File: src/rtl/hamming_pkg.sv
// Shared types and constants for the Hamming frame controller.
// Holds the FSM encoding, codeword widths and a saturating counter helper.
package hamming_pkg;

    localparam int CW_W   = 15;
    localparam int DATA_W = 11;
    localparam int CNT_W  = 8;

    typedef enum logic [1:0] {
        ST_IDLE  = 2'd0,
        ST_LOAD  = 2'd1,
        ST_WAIT  = 2'd2,
        ST_STORE = 2'd3
    } state_e;

    // Adds 0..2 to a counter and clamps at all-ones.
    function automatic logic [CNT_W-1:0] sat_add(
        input logic [CNT_W-1:0] a,
        input logic [1:0]       inc
    );
        logic [CNT_W:0] s;
        s = {1'b0, a} + {{(CNT_W-1){1'b0}}, inc};
        return s[CNT_W] ? '1 : s[CNT_W-1:0];
    endfunction

endpackage

File: src/rtl/hamming_out_fifo.sv
// Single-clock output FIFO with separate occupancy counter.
// A push on a full FIFO only succeeds when a pop happens in the same cycle.
module hamming_out_fifo #(
    parameter int DEPTH = 4,
    parameter int WIDTH = 11
) (
    input  logic             clk,
    input  logic             rst,
    input  logic             push,
    input  logic [WIDTH-1:0] push_data,
    input  logic             pop_ready,
    output logic             out_valid,
    output logic [WIDTH-1:0] out_data,
    output logic             full
);

    localparam int AW = $clog2(DEPTH);

    logic [AW-1:0]    wr_ptr_q, wr_ptr_d;
    logic [AW-1:0]    rd_ptr_q, rd_ptr_d;
    logic [AW:0]      count_q, count_d;
    logic [WIDTH-1:0] mem_q [DEPTH];
    logic [WIDTH-1:0] mem_d [DEPTH];
    logic             pop;
    logic             push_en;

    always_comb begin
        out_valid = (count_q != '0);
        out_data  = mem_q[rd_ptr_q];
        full      = (count_q == (AW+1)'(DEPTH));
        pop       = out_valid && pop_ready;
        push_en   = push && (!full || pop);
        mem_d     = mem_q;
        wr_ptr_d  = wr_ptr_q;
        rd_ptr_d  = rd_ptr_q;
        count_d   = count_q;
        if (push_en) begin
            mem_d[wr_ptr_q] = push_data;
            wr_ptr_d        = wr_ptr_q + AW'(1);
        end
        if (pop) begin
            rd_ptr_d = rd_ptr_q + AW'(1);
        end
        case ({push_en, pop})
            2'b10:   count_d = count_q + (AW+1)'(1);
            2'b01:   count_d = count_q - (AW+1)'(1);
            default: count_d = count_q;
        endcase
    end

    always_ff @(posedge clk) begin
        if (rst) begin
            for (int i = 0; i < DEPTH; i++) begin
                mem_q[i] <= '0;
            end
            wr_ptr_q <= '0;
            rd_ptr_q <= '0;
            count_q  <= '0;
        end else begin
            mem_q    <= mem_d;
            wr_ptr_q <= wr_ptr_d;
            rd_ptr_q <= rd_ptr_d;
            count_q  <= count_d;
        end
    end

endmodule

File: src/rtl/hamming_frame_ctrl.sv
// Sequences received codewords through an external Hamming decoder
// and buffers the corrected data words for a ready/valid consumer.
module hamming_frame_ctrl
    import hamming_pkg::*;
#(
    parameter int DEC_LAT    = 1,
    parameter int FIFO_DEPTH = 4
) (
    input  logic              clk_ctl,
    input  logic              rst_ctl,
    input  logic              rx_valid_ctl,
    input  logic [CW_W-1:0]   rx_data_ctl,
    output logic [CW_W-1:0]   dec_in_ctl,
    output logic              dec_start_ctl,
    input  logic [DATA_W-1:0] dec_out_ctl,
    output logic              out_valid_ctl,
    input  logic              out_ready_ctl,
    output logic [DATA_W-1:0] out_data_ctl,
    output logic [CNT_W-1:0]  ok_cnt_ctl,
    output logic [CNT_W-1:0]  drop_cnt_ctl,
    output logic              busy_ctl
);

    localparam logic [2:0] LAT3 = 3'(DEC_LAT);

    state_e            state_q, state_d;
    logic [CW_W-1:0]   dec_in_q, dec_in_d;
    logic [2:0]        wait_q, wait_d;
    logic              pend_v_q, pend_v_d;
    logic [CW_W-1:0]   pend_q, pend_d;
    logic [CNT_W-1:0]  ok_q, ok_d;
    logic [CNT_W-1:0]  drop_q, drop_d;
    logic              store;
    logic              pend_drop;
    logic              fifo_drop;
    logic              fifo_full;
    logic              push_ok;
    logic              pop;

    always_comb begin
        state_d   = state_q;
        dec_in_d  = dec_in_q;
        wait_d    = wait_q;
        pend_v_d  = pend_v_q;
        pend_d    = pend_q;
        store     = 1'b0;
        pend_drop = 1'b0;
        unique case (state_q)
            ST_IDLE: begin
                if (rx_valid_ctl) begin
                    dec_in_d = rx_data_ctl;
                    state_d  = ST_LOAD;
                end
            end
            ST_LOAD: begin
                wait_d  = LAT3;
                state_d = ST_WAIT;
            end
            ST_WAIT: begin
                if (wait_q <= 3'd1) begin
                    state_d = ST_STORE;
                end else begin
                    wait_d = wait_q - 3'd1;
                end
            end
            ST_STORE: begin
                store = 1'b1;
                if (pend_v_q) begin
                    dec_in_d = pend_q;
                    pend_v_d = 1'b0;
                    state_d  = ST_LOAD;
                end else begin
                    state_d = ST_IDLE;
                end
            end
            default: state_d = ST_IDLE;
        endcase
        // Fullness is judged on the registered flag, so a strobe in
        // STORE is still dropped while the pending word is handed off.
        if (state_q != ST_IDLE && rx_valid_ctl) begin
            if (!pend_v_q) begin
                pend_v_d = 1'b1;
                pend_d   = rx_data_ctl;
            end else begin
                pend_drop = 1'b1;
            end
        end
        pop       = out_valid_ctl && out_ready_ctl;
        push_ok   = store && (!fifo_full || pop);
        fifo_drop = store && fifo_full && !pop;
        ok_d      = sat_add(ok_q, {1'b0, push_ok});
        drop_d    = sat_add(drop_q,
                            {1'b0, pend_drop} + {1'b0, fifo_drop});
    end

    always_ff @(posedge clk_ctl) begin
        if (rst_ctl) begin
            state_q  <= ST_IDLE;
            dec_in_q <= '0;
            wait_q   <= '0;
            pend_v_q <= 1'b0;
            pend_q   <= '0;
            ok_q     <= '0;
            drop_q   <= '0;
        end else begin
            state_q  <= state_d;
            dec_in_q <= dec_in_d;
            wait_q   <= wait_d;
            pend_v_q <= pend_v_d;
            pend_q   <= pend_d;
            ok_q     <= ok_d;
            drop_q   <= drop_d;
        end
    end

    hamming_out_fifo #(
        .DEPTH (FIFO_DEPTH),
        .WIDTH (DATA_W)
    ) u_fifo (
        .clk       (clk_ctl),
        .rst       (rst_ctl),
        .push      (store),
        .push_data (dec_out_ctl),
        .pop_ready (out_ready_ctl),
        .out_valid (out_valid_ctl),
        .out_data  (out_data_ctl),
        .full      (fifo_full)
    );

    assign dec_in_ctl    = dec_in_q;
    assign dec_start_ctl = (state_q == ST_LOAD);
    assign busy_ctl      = (state_q != ST_IDLE);
    assign ok_cnt_ctl    = ok_q;
    assign drop_cnt_ctl  = drop_q;

endmodule

File: config.mk
export PLATFORM = sky130hd
export DESIGN_NAME = hamming_frame_ctrl
export DESIGN_NICKNAME = d
export VERILOG_FILES = /design/src/rtl/hamming_pkg.sv /design/src/rtl/hamming_out_fifo.sv /design/src/rtl/hamming_frame_ctrl.sv
export SDC_FILE = /design/constraint.sdc
export NUM_CORES = 1
export LEC_CHECK = 0
export BUFFER_PORTS_ARGS = -buffer_cell sky130_fd_sc_hd__buf_2
export CAP_MARGIN = 20
export CELL_PAD_IN_SITES_DETAIL_PLACEMENT = 0
export CELL_PAD_IN_SITES_GLOBAL_PLACEMENT = 1
export CORE_MARGIN = 1
export CORE_UTILIZATION = 43
export DETAILED_ROUTE_END_ITERATION = 12
export GPL_TIMING_DRIVEN = 0
export PLACE_DENSITY = 0.86
export RECOVER_POWER = 100
export SYNTH_ARGS = -nofsm -noshare
export SYNTH_HDL_FRONTEND = slang
export SYNTH_SLANG_ARGS = --single-unit
File: constraint.sdc
create_clock -name clk_ctl -period 3.3 [get_ports clk_ctl]
set_clock_uncertainty 0.2 [all_clocks]
set_input_delay 0.66 -clock clk_ctl [delete_from_list [all_inputs] [get_ports clk_ctl]]
set_output_delay 0.66 -clock clk_ctl [all_outputs]
set_load 0.05 [all_outputs]
==> results.yml, run 1 <==
synthesis:
  synth_area_leaders: "dfxtp_1 45%, mux2i_1 14%, nor2_1 6.8%"
  yosys.area_share.simple_pct: 16.3
  ys_ff_latch: 103
  synth-compound-area-share_pct: 7.82
  synth_top_area_share_pct: 44.9
  synth_top_family_by_area: "multiplexers"
  synth_fa_ha_area_share_pct: 4.96
  synth-xor-area-share_pct: 1.72
  synth_cell_types: 37
  syn_area_per_cell_um2: 9.82
  synth.mux.area_fraction_pct: 18.9
  syn_nets: 515
  yosysWarnings: 0
  netlist_area_mm2: 0.00459
  synthCells: 468
  yosys.area.top_type: "dfxtp_1"
  yosysSeqAreaShare_pct: 44.9
grt:
  antenna_found_initial: 0
  gr-total-overflow: 0
  grt_pass1_vias: 3443
  grt_pass1_wl_um: 16800
  track_usage_pct: 19.3
  grt_max_degree: 19
routing:
  wirelength_um: 10000
  first_pass_iters: 4
  drtIter0Drc: 115
  vias: 3510
  ant_nets: 0
  vias_per_cell: 5.07
  wire_per_inst_um: 14.5
  post-route-drc-count: 0
setup_path:
  setup.worst_path.class: "flop to primary output"
  startpoint_type: "flop"
  crit_arrival_ns: 2.11
  cp-end-kind: "primary output"
  reg2reg_slack_ns: 0.42
  r2r_start: "state_q[1]"
  worstSetupStartpoint: "u_fifo.rd_ptr_q[1]"
  path_max_fanout: 10
  worst_ep_required_time_ns: 2.44
  r2r_end: "ok_cnt_ctl[6]"
  critPathCapture: "out_data_ctl[3]"
  ff2ff_path_depth: 11
sta:
  min_period_over_period_pct: 90.1
  worstMarginPinSlew_ns: 0.881
  slew_violations: 0
  postLayoutSetupSlackWorst_ns: 0.326
  slew_headroom_pct: 41.3
  setup_viol: 0
  hold_violations: 0
  fin_crit_ns: 2.97
  setup_tns_ns: 0
  whs_ns: 0.264
  fmax_mhz: 336
  rsz0062_at_grt: "false"
cells_and_area:
  diodes: 0
  postLayoutCellArea_mm2: 0.00514
  final_core_util_pct: 49.8
  area_delta_synth_final_pct: 11.8
  nets: 599
  drive_above_1_share_pct: 11.5
min_path:
  hold_class: "flop to flop"
cts:
  clk_pin_slew_ns: 0.11
  htreeDepth: 3
  cts_tree: "yes"
  cts_resized: 0
  cts_sinks: 103
  numCtsBuffers: 9
  hold_buffers: 0
  cts.path.max_buffers: 2
  root_buffer: "clkbuf_8"
  clkLatencyLatePin_ns: 0.36
  cts_setup_buffers: 0
floorplanning:
  die_x_um: 105
  die_h_um: 105
  ios: 75
  num_rows: 37
  dieArea_mm2: 0.0111
  start_util_pct: 44.5
  core_mm2: 0.0103
placed_design:
  io_buffers: 73
  place_congestion: 0.763
  pre_cts_slack_ns: 0.161
  dp_hpwl_um: 7150
  dpl_cell_area_mm2: 0.00513
power:
  leakage_nw: 2.23
  p_per_area_mw_per_mm2: 718
  ir_drop_mv: 0.376
job:
  drv_cap: 0
outcome:
  status: "complete, no violations"
-- cells in the final DEF (no fill, tap or decap), types with 9 or more instances in the layout --
cell      synthesis  layout
a211oi_1         17      17
a21oi_1          30      30
buf_2             3      32
clkbuf_1         17      63
clkbuf_8          0       9
dfxtp_1         103     103
ha_1             15      15
inv_1            17      17
mux2i_1          62      62
mux4_2           11      11
nand2_1          40      40
nand3_1           7      11
nor2_1           83      83
-- report_power, final --
group | internal, W | leakage, nW | switching [W]
registers | 0.00143 | 0.836 | 0.000127
logic | 0.000384 | 1.31 | 0.00101
clock network | 0.000283 | 0.0853 | 0.000454
-- metal layers --
layer	global-route usage (%)	wire length, µm	up-vias	share of wire (%)
li1	-	-	1770	-
met1	24.9	4730	1661	47
met2	32.0	4810	64	48
met3	3.77	315	15	3.1
met4	6.74	160	0	1.6
met5	0	0	-	0
-- cells in the mapped netlist, drive strengths merged --
| library cell | count |
|---|---|
| dfxtp | 103 |
| xnor2 | 4 |
| nor2b | 2 |
| nand2b | 2 |
| and2 | 1 |
| xor2 | 5 |
| o31a | 1 |
| buf | 11 |
| o21ai | 5 |
| nand3 | 11 |
| nor2 | 83 |
| nand3b | 1 |
| mux2i | 62 |
| o21ba | 1 |
| or3 | 4 |
| nor3 | 6 |
| a31oi | 2 |
| a221o | 1 |
| a211oi | 17 |
| o31ai | 2 |
| and3 | 6 |
| fa | 2 |
| nor4bb | 1 |
| nand4b | 1 |
| ha | 15 |
| clkbuf | 17 |
| mux4 | 11 |
| or4b | 2 |
| nand2 | 40 |
| a21oi | 30 |
| nand4 | 2 |
| inv | 17 |
-- final cells by class --
cell class	instances	area (µm²)
Clock inverter	6	55.1
Fill cell	1017	5190
Sequential cell	103	2060
Tap cell	136	170
Timing Repair Buffer	73	317
Clock buffer	9	124
Multi-Input combinational cell	320	2230
Inverter	17	63.8
Buffer	28	113
-- stage by stage --
stage               instances  power, W
floorplan                 468   0.00269
global placement          677   0.00300
detailed placement        677   0.00304
CTS                       692   0.00377
global route              692   0.00393
finish                    692   0.00369
-- cell families after synthesis --
logic type | after synthesis
adders and majority gates | 17
muxes | 73
and+or+nand+nor | 162
xor gates and xnor gates | 9
AOI/OAI and AO/OA | 59
buffers and inverters | 45
DFF | 103
-- state kept, by name (all words and copies together), names as in the netlist --
signal / cells
state_q: 2
pend_q: 15
ok_cnt_ctl: 8
u_fifo.mem_q: 44
u_fifo.count_q: 3
dec_in_ctl: 15
drop_cnt_ctl: 8
wait_q: 3
u_fifo.rd_ptr_q: 2
u_fifo.wr_ptr_q: 2
pend_v_q: 1
-- critical path, stage by stage (launching register included) --
cell and delay [ns]:
dfxtp_1 0.38, clkbuf_1 0.57, mux4_2 0.33, clkbuf_1 0.47
-- worst min-delay path by stage --
stage	start	end	slack, ns	depth (start not counted)
6_report	pend_q[9]	pend_q[9]	0.26	2
5_1_grt	pend_q[14]	pend_q[14]	0.28	2
4_1_cts	pend_q[9]	pend_q[9]	0.26	2
3_5_place_dp	pend_q[9]	pend_q[9]	0.25	2
3_3_place_gp	pend_q[6]	pend_q[6]	0.24	2
2_1_floorplan	pend_q[0]	pend_q[0]	0.24	2
(Power assumes the default switching activity.)
==> inputs of run 2 (changes only) <==
--- a/config.mk
+++ b/config.mk
@@ -9,7 +9,7 @@
 export CAP_MARGIN = 20
 export CELL_PAD_IN_SITES_DETAIL_PLACEMENT = 0
 export CELL_PAD_IN_SITES_GLOBAL_PLACEMENT = 1
-export CORE_MARGIN = 1
+export CORE_MARGIN = 8
 export CORE_UTILIZATION = 43
 export DETAILED_ROUTE_END_ITERATION = 12
 export GPL_TIMING_DRIVEN = 0
==> run 2 against run 1 <==
Against the previous run:
- final cell count grew 0.14%
- sequential cell count is the same
- final area is essentially flat
- sequential share of layout area is essentially flat
- clock-buffer cell count grew 1
- sequential power is essentially flat
- setup slack gained 0.012 ns
- utilization shrank 0.19 points
- wire length grew 4.2%
- critical endpoint is now out_data_ctl[5]
- largest cell class unchanged
- largest power group unchanged
==> results.yml, run 2 (synthesis gave the netlist of run 1 again) <==
sta:
  fmax_mhz: 338
  min_period_over_period_pct: 89.7
  hold_violations: 0
  setup_viol: 0
  setup_tns_ns: 0
  rsz0062_at_grt: "false"
  worstMarginPinSlew_ns: 0.889
  slew_headroom_pct: 40.7
  fin_crit_ns: 2.96
  slew_violations: 0
floorplanning:
  start_util_pct: 44.3
  die_x_um: 119
  ios: 75
  num_rows: 37
  dieArea_mm2: 0.0142
  die_h_um: 119
  core_mm2: 0.0104
routing:
  vias: 3530
  first_pass_iters: 5
  ant_nets: 0
  drtIter0Drc: 107
  wire_per_inst_um: 15.1
  post-route-drc-count: 0
  vias_per_cell: 5.09
  wirelength_um: 10400
setup_path:
  cpMaxStageDelayCell: "clkbuf_1"
  slowest_delay_ns: 0.56
  crit_chain: "clkbuf_1 > mux4_2 > clkbuf_1"
  r2r_start: "state_q[1]"
  cp_common_cell: "clkbuf_1"
  path_max_fanout: 10
  startpoint_type: "flop"
  reg2reg_slack_ns: 0.39
  crit_arrival_ns: 2.10
  cp-end-kind: "primary output"
  ff2ff_path_depth: 11
  setup.worst_path.class: "flop to primary output"
  r2r_end: "drop_cnt_ctl[4]"
  worst_ep_required_time_ns: 2.44
power:
  leakage_nw: 2.23
  swShare_pct: 42.8
  p_comb_share_pct: 37.9
  p_int_w: 0.00212
  p_per_area_mw_per_mm2: 720
  p_total_w: 0.00370
  p_sw_w: 0.00159
  ir_drop_mv: 0.341
  p_clk_share_pct: 20.2
  sequentialPowerShare_pct: 41.9
cells_and_area:
  area_delta_synth_final_pct: 11.9
  largest_register_ffs: 44
  top_register: "u_fifo.mem_q"
  diodes: 0
  mostFrequentLayoutCells: "103 x dfxtp_1, 83 x nor2_1, 67 x clkbuf_1, 62 x mux2i_1, 40 x nand2_1"
  final_common_cell: "dfxtp_1"
  nets: 599
  drive_above_1_share_pct: 11.0
placed_design:
  dp_hpwl_um: 7560
  io_buffers: 73
  place_congestion: 0.753
grt:
  grt_pass1_wl_um: 17400
  gr-total-overflow: 0
  grt_max_degree: 19
  antenna_found_initial: 0
  grt_pass1_vias: 3550
  track_usage_pct: 15.0
outcome:
  status: "complete, no violations"
cts:
  clk_pin_slew_ns: 0.10
  cts_tree: "yes"
  hold_buffers: 0
  cts_setup_buffers: 0
  cts.path.max_buffers: 2
  htreeDepth: 3
  cts_resized: 0
  cts_sinks: 103
  clkLatencyLatePin_ns: 0.36
  root_buffer: "clkbuf_8"
  numCtsBuffers: 9
min_path:
  min_to: "pend_q[2]"
  hold_class: "flop to flop"
  hold_path_depth: 2
  hp-start: "pend_q[2]"
job:
  drv_cap: 0
## run 2: changes by cell type in the layout (fill, tap and decap cells not counted), sizes merged
cell,change
clkbuf,+1
clkinvlp,-1
inv,+1
## run 2: through the flow
step	instance area, µm²	worst slack, ns	hold WS, ns	utilization (%)	std cells
after detailed placement	5130	0.178	0.246	49.5	677
after global routing	5140	0.119	0.279	49.6	693
after floorplan	4590	0.435	0.236	-	468
after CTS	5320	0.322	0.260	51.3	693
final	5140	0.338	0.261	49.6	693
after global placement	5130	0.215	0.243	49.5	677
## run 2: worst max path at each step
stage	startpoint	endpoint
2_1_floorplan	out_ready_ctl	u_fifo.count_q[2]
3_3_place_gp	out_ready_ctl	u_fifo.count_q[2]
3_5_place_dp	out_ready_ctl	u_fifo.count_q[2]
4_1_cts	state_q[1]	drop_cnt_ctl[4]
5_1_grt	state_q[1]	drop_cnt_ctl[7]
6_report	u_fifo.rd_ptr_q[1]	out_data_ctl[5]
## run 2: layout make-up
cell class,instances,area [µm²]
Buffer,28,113
Clock buffer,10,138
Clock inverter,6,50.0
Fill cell,1054,5230
Inverter,17,63.8
Multi-Input combinational cell,320,2230
Sequential cell,103,2060
Tap cell,136,170
Timing Repair Buffer,73,312
## run 2: metal layers
| layer | vias up | global-route usage, % | part of all wire (%) | wire length [µm] |
|---|---|---|---|---|
| met3 | 9 | 3.50 | 4.4 | 456 |
| met1 | 1684 | 18.8 | 45 | 4700 |
| li1 | 1773 | - | - | - |
| met2 | 64 | 25.1 | 50 | 5170 |
| met5 | - | 0 | 0 | 0 |
| met4 | 0 | 4.76 | 1.1 | 112 |
## run 2: power by group through the flow
stage                     Combinational, W  Clock (W)  Sequential, W
final                              0.00140   0.000750        0.00155
after global routing               0.00153   0.000842        0.00158
after CTS                          0.00147   0.000772        0.00155
after detailed placement           0.00147          0        0.00158
after global placement             0.00144          0        0.00157
after floorplan                   0.000790          0        0.00190
## run 2: critical path, delay by kind of cell, from the launching register on
kind / cells / cell delay (ns)
buffers and inverters: 2 / 1.04
DFF: 1 / 0.37
muxes: 1 / 0.33
